===== config.mk =====
export PLATFORM = sky130hd
export DESIGN_NAME = ch1_tone_env
export DESIGN_NICKNAME = d
export VERILOG_FILES = /design/src/rtl/ch1_tone_env.sv
export SDC_FILE = /design/constraint.sdc
export NUM_CORES = 1
export LEC_CHECK = 0
export CORE_AREA = 2 2 70 72
export CTS_CLUSTER_SIZE = 14
export DETAILED_ROUTE_END_ITERATION = 6
export DIE_AREA = 0 0 72 74
export GPL_TIMING_DRIVEN = 0
export PLACE_DENSITY = 0.76
export SLEW_MARGIN = 25
export SYNTH_ARGS = -nofsm -noshare
export SYNTH_HDL_FRONTEND = slang
export SYNTH_SLANG_ARGS = --single-unit

===== constraint.sdc =====
create_clock -name clk1 -period 4.03 [get_ports clk1]
set_input_delay 0.806 -clock clk1 [delete_from_list [all_inputs] [get_ports clk1]]
set_output_delay 0.806 -clock clk1 [all_outputs]
set_load 0.02 [all_outputs]

===== src/rtl/ch1_tone_env.sv =====
`default_nettype none
// ============================================================================
// Module      : ch1_tone_env
// Description : APU square-wave channel 1 output stage. Runs the frequency
//               timer, 8-step duty sequencer, length counter and volume
//               envelope, and produces the 4-bit digital sample plus the
//               active-low channel-running and DAC-power status flags.
// Revision    : 1.0  initial release
// ----------------------------------------------------------------------------
// Ports
//   clk1         in   system clock, all state updates on posedge
//   napu_reset   in   synchronous active-low reset
//   freq_tick    in   1-cycle frequency-timer step enable (1048576 Hz)
//   len_tick     in   1-cycle length-counter step enable (256 Hz)
//   env_tick     in   1-cycle envelope step enable (64 Hz)
//   len_phase    in   1 = next frame-sequencer step clocks length
//   ch1_restart  in   1-cycle trigger pulse
//   ff11_wr      in   NR11 write strobe (loads length from d[5:0])
//   ff14_wr      in   NR14 write strobe
//   d            in   CPU data bus
//   ff11_duty    in   duty select
//   ff12         in   NR12: [7:4] initial volume, [3] direction, [2:0] period
//   ff14_d6      in   length enable
//   acc_d        in   current (swept) frequency
//   sweep_ovf    in   sweep overflow, disables the channel
//   ch1_out      out  digital sample
//   nch1_active  out  0 = channel running
//   nch1_amp_en  out  0 = DAC powered
// Configuration
//   CH1_LEN_QUIRK_EN : when defined, an NR14 write that enables length while
//                      the next frame-sequencer step does not clock length
//                      gives one extra length decrement.
// ============================================================================
module ch1_tone_env #(
   parameter int FREQ_BITS = 11,
   parameter int LEN_BITS  = 6,
   parameter int VOL_BITS  = 4
) (
   input  logic                 clk1,
   input  logic                 napu_reset,
   input  logic                 freq_tick,
   input  logic                 len_tick,
   input  logic                 env_tick,
   input  logic                 len_phase,
   input  logic                 ch1_restart,
   input  logic                 ff11_wr,
   input  logic                 ff14_wr,
   input  logic [7:0]           d,
   input  logic [1:0]           ff11_duty,
   input  logic [7:0]           ff12,
   input  logic                 ff14_d6,
   input  logic [FREQ_BITS-1:0] acc_d,
   input  logic                 sweep_ovf,
   output logic [VOL_BITS-1:0]  ch1_out,
   output logic                 nch1_active,
   output logic                 nch1_amp_en
);

   localparam int                   LEN_W    = LEN_BITS + 1;
   localparam logic [LEN_W-1:0]     LEN_ONE  = LEN_W'(1);
   localparam logic [LEN_W-1:0]     LEN_FULL = LEN_W'(1 << LEN_BITS);
   localparam logic [FREQ_BITS-1:0] FCNT_MAX = '1;
   localparam logic [FREQ_BITS-1:0] FCNT_ONE = FREQ_BITS'(1);
   localparam logic [VOL_BITS-1:0]  VOL_MAX  = '1;
   localparam logic [VOL_BITS-1:0]  VOL_ONE  = VOL_BITS'(1);

   // state
   logic [FREQ_BITS-1:0] fcnt;
   logic [2:0]           step;
   logic [LEN_W-1:0]     len;
   logic [VOL_BITS-1:0]  vol;
   logic [2:0]           envdiv;

   // next-state / decode
   logic [FREQ_BITS-1:0] fcnt_nxt;
   logic [2:0]           step_nxt;
   logic [LEN_W-1:0]     len_nxt;
   logic                 len_expire;
   logic [VOL_BITS-1:0]  vol_nxt;
   logic [2:0]           envdiv_nxt;
   logic                 run_nxt;
   logic                 dac_en;
   logic [2:0]           period;
   logic [7:0]           duty_pat;
   logic                 duty_bit;

   assign dac_en = |ff12[7:3];
   assign period = ff12[2:0];

`ifdef CH1_LEN_QUIRK_EN
   logic             quirk_hit;
   logic [LEN_W-1:0] len_base;
   assign quirk_hit = ff14_wr && d[6] && !ff14_d6 && !len_phase && (len != '0);
`else
   logic unused_quirk;
   assign unused_quirk = &{1'b0, len_phase, ff14_wr, d[7:LEN_BITS]};
`endif

   // Duty patterns are written with step 0 in the MSB.
   always_comb begin
      duty_pat = 8'b0000_0001;
      case (ff11_duty)
         2'b00:   duty_pat = 8'b0000_0001;
         2'b01:   duty_pat = 8'b1000_0001;
         2'b10:   duty_pat = 8'b1000_0111;
         default: duty_pat = 8'b0111_1110;
      endcase
      duty_bit = duty_pat[3'd7 - step];
   end

   // Frequency timer and duty step; the trigger reload wins over a tick.
   always_comb begin
      fcnt_nxt = fcnt;
      step_nxt = step;
      if (ch1_restart) begin
         fcnt_nxt = acc_d;
      end else if (freq_tick) begin
         if (fcnt == FCNT_MAX) begin
            fcnt_nxt = acc_d;
            step_nxt = step + 3'd1;
         end else begin
            fcnt_nxt = fcnt + FCNT_ONE;
         end
      end
   end

   // Length counter. A write or trigger in the same cycle as len_tick
   // swallows the tick. Expiry is flagged only on a real 1 -> 0 transition.
   always_comb begin
      len_nxt    = len;
      len_expire = 1'b0;
`ifdef CH1_LEN_QUIRK_EN
      len_base   = len;
`endif
      if (ff11_wr) begin
         len_nxt = LEN_FULL - LEN_W'(d[LEN_BITS-1:0]);
      end else if (ch1_restart) begin
`ifdef CH1_LEN_QUIRK_EN
         if (quirk_hit) begin
            len_base = len - LEN_ONE;
         end
         if (len_base == '0) begin
            len_nxt = quirk_hit ? (LEN_FULL - LEN_ONE) : LEN_FULL;
         end else begin
            len_nxt = len_base;
         end
`else
         len_nxt = (len == '0) ? LEN_FULL : len;
`endif
      end else begin
         if (len_tick && ff14_d6 && (len != '0)) begin
            len_nxt    = len - LEN_ONE;
            len_expire = (len == LEN_ONE);
         end
`ifdef CH1_LEN_QUIRK_EN
         if (quirk_hit && (len_nxt != '0)) begin
            len_nxt = len_nxt - LEN_ONE;
            if ((len_nxt == '0) && !d[7]) begin
               len_expire = 1'b1;
            end
         end
`endif
      end
   end

   // Envelope. envdiv can hold 0 if the period was raised mid-note; treat
   // that like reaching the end of the period so it never wraps.
   always_comb begin
      vol_nxt    = vol;
      envdiv_nxt = envdiv;
      if (ch1_restart) begin
         vol_nxt    = VOL_BITS'(ff12[7:4]);
         envdiv_nxt = period;
      end else if (env_tick && (period != 3'd0)) begin
         if (envdiv <= 3'd1) begin
            envdiv_nxt = period;
            if (ff12[3]) begin
               if (vol != VOL_MAX) vol_nxt = vol + VOL_ONE;
            end else begin
               if (vol != '0) vol_nxt = vol - VOL_ONE;
            end
         end else begin
            envdiv_nxt = envdiv - 3'd1;
         end
      end
   end

   // Channel running flag, highest priority first.
   always_comb begin
      run_nxt = ~nch1_active;
      if (!dac_en) begin
         run_nxt = 1'b0;
      end else if (sweep_ovf) begin
         run_nxt = 1'b0;
      end else if (ch1_restart) begin
         run_nxt = 1'b1;
      end else if (len_expire) begin
         run_nxt = 1'b0;
      end
   end

   always_ff @(posedge clk1) begin
      if (!napu_reset) begin
         fcnt        <= '0;
         step        <= 3'd0;
         len         <= '0;
         vol         <= '0;
         envdiv      <= 3'd0;
         ch1_out     <= '0;
         nch1_active <= 1'b1;
         nch1_amp_en <= 1'b1;
      end else begin
         fcnt        <= fcnt_nxt;
         step        <= step_nxt;
         len         <= len_nxt;
         vol         <= vol_nxt;
         envdiv      <= envdiv_nxt;
         ch1_out     <= (!nch1_active && dac_en && duty_bit) ? vol : '0;
         nch1_active <= ~run_nxt;
         nch1_amp_en <= ~dac_en;
      end
   end

endmodule
`default_nettype wire

# == Yosys cells after proc, flatten, opt, wreduce, memory -nomap -nowiden ==
# Cells that the tools add are included.
# word_totals
reg_bits,34
inputBits,40
wordCells,76
out_inout_bits,6
# classes
addsub,8
bitwise,4
n_mux,26
eq_ne,7
order_cmp,2
reduce_logical,21
# op_table
op,n
$mux W11,3
$mux W7,4
$mux W4,6
$pmux W8 S3,1
$add A11 B1 Y11 const B,1
$eq A11 B11 Y1 const B,1
$mux W3,3
$reduce_bool A3 Y1,3
$mux W1,8
$eq A7 B1 Y1 const B,1
$logic_not A7 Y1,1
$reduce_bool A7 Y1,1
$sub A7 B1 Y7 const B,1
$sub A7 B6 Y7 const A,1
$reduce_bool A2 Y1,3
$logic_and A1 B1 Y1,5
$reduce_or A5 Y1,1
$add A4 B1 Y4 const B,1
$lt A3 B4 Y1 const B,1
$ne A4 B4 Y1 const B,1
$not A1 Y1,4
$reduce_and A2 Y1,2
$reduce_and A4 Y1,1
$reduce_bool A4 Y1,1
other kinds (13),13

# == Depth between registers and ports, before layout ==
# logic_depth
depth_word,10
depth_mapped,7
depth_no_buf,7

# == Least setup slack after synthesis ==
# OpenSTA, ideal clock, no wires.
# synth_path
path_type,input-to-reg
start,input port ff12[3]
end,register vol[3]
setup_ns,0.131
t_arrival_ns,2.198
path_stages,7
setup_slack_ns,1.701
path_buffers,0
path_cell_list,inv_1 ha_1 and3_1 or3_1 a211oi_1 xnor2_1 a21oi_1
# synth_between
elab_chain_cells,4
elab_cells_between_ends,7
# synth_lines
element,line,text
"start, declared",50,"input logic [7:0] ff12,"
$mux W4,177,if (ff12[3]) begin
$mux W4,175,if (envdiv <= 3'd1) begin
$mux W4,174,end else if (env_tick && (period != 3'd0)) begin
$mux W4,171,if (ch1_restart) begin
"end signal, assigned",216,vol <= vol_nxt;
"end, declared",71,logic [VOL_BITS-1:0] vol;
# Parallel ways exist; a longest one is shown, timed or not. The select of a mux whose other input is x is not followed.
# A chain may end at the register's enable or synchronous reset.

# == Worst setup path in the final report ==
# layout_path
start,input port ff11_duty[0]
end,register ch1_out[3]
# layout_between
elab_chain_cells,6
elab_cells_between_ends,8
# layout_lines
element,line,text
"start, declared",49,"input logic [1:0] ff11_duty,"
"$eq A2 B2 Y1, or another cell as far along",102,case (ff11_duty)
$pmux W8 S3 *,102,
$bmux W1 S3 *,108,duty_bit = duty_pat[3'd7 - step];
$mux W1 (not written as such) *,108,
$logic_and A1 B1 Y1 *,218,ch1_out <= (!nch1_active && dac_en && duty_bit) ? vol : '0;
$reduce_and A2 Y1 (no source line) *,n/a,
"end signal, assigned",218,
"end, declared",54,"output logic [VOL_BITS-1:0] ch1_out,"
# Every way passes the cells marked *; elsewhere a longest branch is shown, timed or not. The select of a mux whose other input is x is not followed.

==> impl_metrics.json <==
{
  "die_w_um": 72,
  "ys_seq_elements": 34,
  "slew_violations": 0,
  "port_buffers": 39,
  "p_sw_share_pct": 28.4,
  "cts_buffer_depth": 2,
  "hold_path_depth": 2,
  "drv_cap": 0,
  "vias": 2140,
  "hold_buffers": 0,
  "fp-row-count": 25,
  "placed_cell_area_um2": 2640,
  "p_leak_nw": 1.06,
  "overflow": 0,
  "cts_tree": "yes",
  "finalSetupViolations": 0,
  "layout_commonest_cell": "clkdlybuf4s50_1",
  "internal_power_mw": 0.632,
  "fmax_mhz": 369,
  "grt_start_max_net_pins": 11,
  "peakVddDrop_uv": 226,
  "dp.cells": 362,
  "wl_per_cell_um": 14.1,
  "final_cell_mix": "clkdlybuf4s50_1 (39), dfxtp_1 (34), nand2_1 (21)",
  "fin_worst_skew_ns": 0.00316,
  "cts_made_buffers": 5,
  "htree_num_levels": 2,
  "drc": 0,
  "start_util_pct": 47.4,
  "clk_latency_ns": 0.29,
  "synth_flop_cell": "dfxtp_1",
  "ant_nets": 0,
  "synthToLayoutAreaGrowth_pct": 26.0,
  "setup_tns_ns": 0,
  "dp_hpwl_um": 3900,
  "cts_setup_buffers": 0,
  "routabilityCongestion": 0.905,
  "startpoint_type": "input port",
  "pin_count": 46,
  "worstSetupPathType": "input port to flip-flop",
  "die_area_um2": 5330,
  "antenna_found_initial": 0,
  "nFillCells": 437,
  "hold_start": "envdiv[1]",
  "synth_edf_count": 0,
  "clockPowerShare_pct": 34.0,
  "yosys_warnings": 0,
  "p_per_area_nw_per_um2": 321,
  "slew_headroom_pct": 45.7,
  "crit_start": "ff11_duty[0]",
  "yosys.cell_types.count": 62,
  "p_seq_share_pct": 43.3,
  "clkTransAtPathRegs_ns": 0.07,
  "reg2regPathDepth": 7,
  "reg2reg_from": "len[0]",
  "grt_pass1_vias": 1859,
  "root_buffer": "clkbuf_8",
  "diodes": 0,
  "max_slew.worst_pin.slew_ns": 0.794,
  "drive_gt1_share_pct": 7.28,
  "hold_path.class": "flip-flop to flip-flop",
  "synth.area.top_cells": "dfxtp_1 (31%), ha_1 (6.9%), a21oi_1 (3.7%)",
  "crit_fanout": 4,
  "synth.avg_cell_area_um2": 8.11,
  "routed_via_density": 5.78,
  "worstSetupEndpointType": "flip-flop",
  "nets": 368,
  "combPwrFrac_pct": 22.7,
  "async_flop_share_pct": 0,
  "power_mw": 0.882,
  "p_switching_mw": 0.250,
  "ys_seq_area_share_pct": 31.2,
  "coreArea_um2": 4600,
  "hold_viol": 0,
  "status": "finished, final reports clean",
  "layout_min_cycle_time_ns": 2.71,
  "grt_pass1_wl_um": 8590,
  "utilization_pct": 59.8,
  "yosys.area.top_type": "dfxtp_1",
  "fin_crit_sh_pct": 67.2,
  "clock-sinks": 34,
  "syn_nets": 322,
  "cts-resized-gates": 0,
  "cp.required_ns": 4.26,
  "finish.cell_count_without_fillers": 370,
  "netlist_instances": 269,
  "wirelength_um": 5210,
  "stdcell_area_um2": 2750,
  "drt_pass1_iterations": 7,
  "rsz0062_at_grt": "false",
  "die_y_um": 74,
  "synth.top_cell.area_share_pct": 31.2,
  "synthesis.area_um2": 2180,
  "drt-initial-drc-count": 143,
  "crit_arrival_ns": 2.94,
  "grt_usage_pct": 20.8
}
-- per-stage QoR --
stage	hold slack (ns)	worst slack (ns)
2_1_floorplan	0.453	1.70
3_3_place_gp	0.470	1.02
3_5_place_dp	0.477	0.985
4_1_cts	0.487	1.27
5_1_grt	0.502	1.16
6_report	0.483	1.32
-- registers in the layout, indices dropped and copies added, names as in the netlist --
signal,count
len,7
vol,4
ch1_out,4
nch1_active,1
fcnt,11
nch1_amp_en,1
step,3
envdiv,3
-- final timing paths --
path / endpoint / slack, ns
worst min-delay path: envdiv[1] / 0.48
worst max-delay path: ch1_out[3] / 1.32
worst max register to register: len[3] / 2.02
worst min register to register: envdiv[1] / 0.48
-- cell families (layout without fill, tap and decap cells) --
logic type | after synthesis | count (layout) | share of synthesized area, %
muxes | 2 | 2 | 0.918
buffers and inverters | 26 | 73 | 4.88
DFF | 34 | 34 | 31.2
xor gates and xnor gates | 10 | 10 | 4.02
AOI/OAI and AO/OA | 73 | 73 | 23.1
adders and majority gates | 14 | 14 | 8.26
and+or+nand+nor | 110 | 110 | 27.6
-- critical path, stage by stage --
cell             delay (ns)
clkdlybuf4s50_1        0.48
inv_1                  0.05
ha_1                   0.27
nor2b_1                0.13
o21ai_0                0.18
o22ai_1                0.11
a2111oi_0              0.70
and2_1                 0.22
-- area by class of cell --
cell class	instances	area (um^2)	area share, %
Buffer	11	50.0	1.82
Clock buffer	8	110	4.01
Inverter	15	56.3	2.05
Multi-Input combinational cell	209	1390	50.7
Sequential cell	34	681	24.8
Tap cell	54	67.6	2.46
Timing Repair Buffer	39	390	14.2
-- metal layers --
| layer | global-route usage [%] | part of all wire (%) |
|---|---|---|
| met5 | 0 | 0 |
| met4 | 6.50 | 0.96 |
| met3 | 5.01 | 5.6 |
| met2 | 33.4 | 46 |
| met1 | 27.8 | 48 |
-- synth_stat cells, drive strengths merged, types with 2 or more instances --
cell and count:
nor4b 2, and2 10, xnor2 7, a21boi 3, and3 5, o21ai 17, a2bb2oi 2, a31oi 4
and4 3, dfxtp 34, a211oi 5, nor3b 3, o21a 2, nand3 9, nor2 20, o31ai 2
nand2 21, mux2i 2, or4 3, o311a 2, clkbuf 9, a21oi 16, or2 4, nor2b 6
nand4 5, xor2 3, a32oi 2, or3 4, o31a 2, nand2b 2, buf 2, o2bb2ai 2
inv 15, o22ai 2, nor3 10, ha 12
-- power groups by stage --
stage,Combinational [mW],Clock [mW],Sequential [mW]
floorplan,0.130,0,0.385
global placement,0.196,0,0.389
detailed placement,0.198,0,0.389
CTS,0.199,0.305,0.382
global route,0.225,0.319,0.386
finish,0.200,0.300,0.382
No activity file was read; power rests on OpenSTA's default activity.
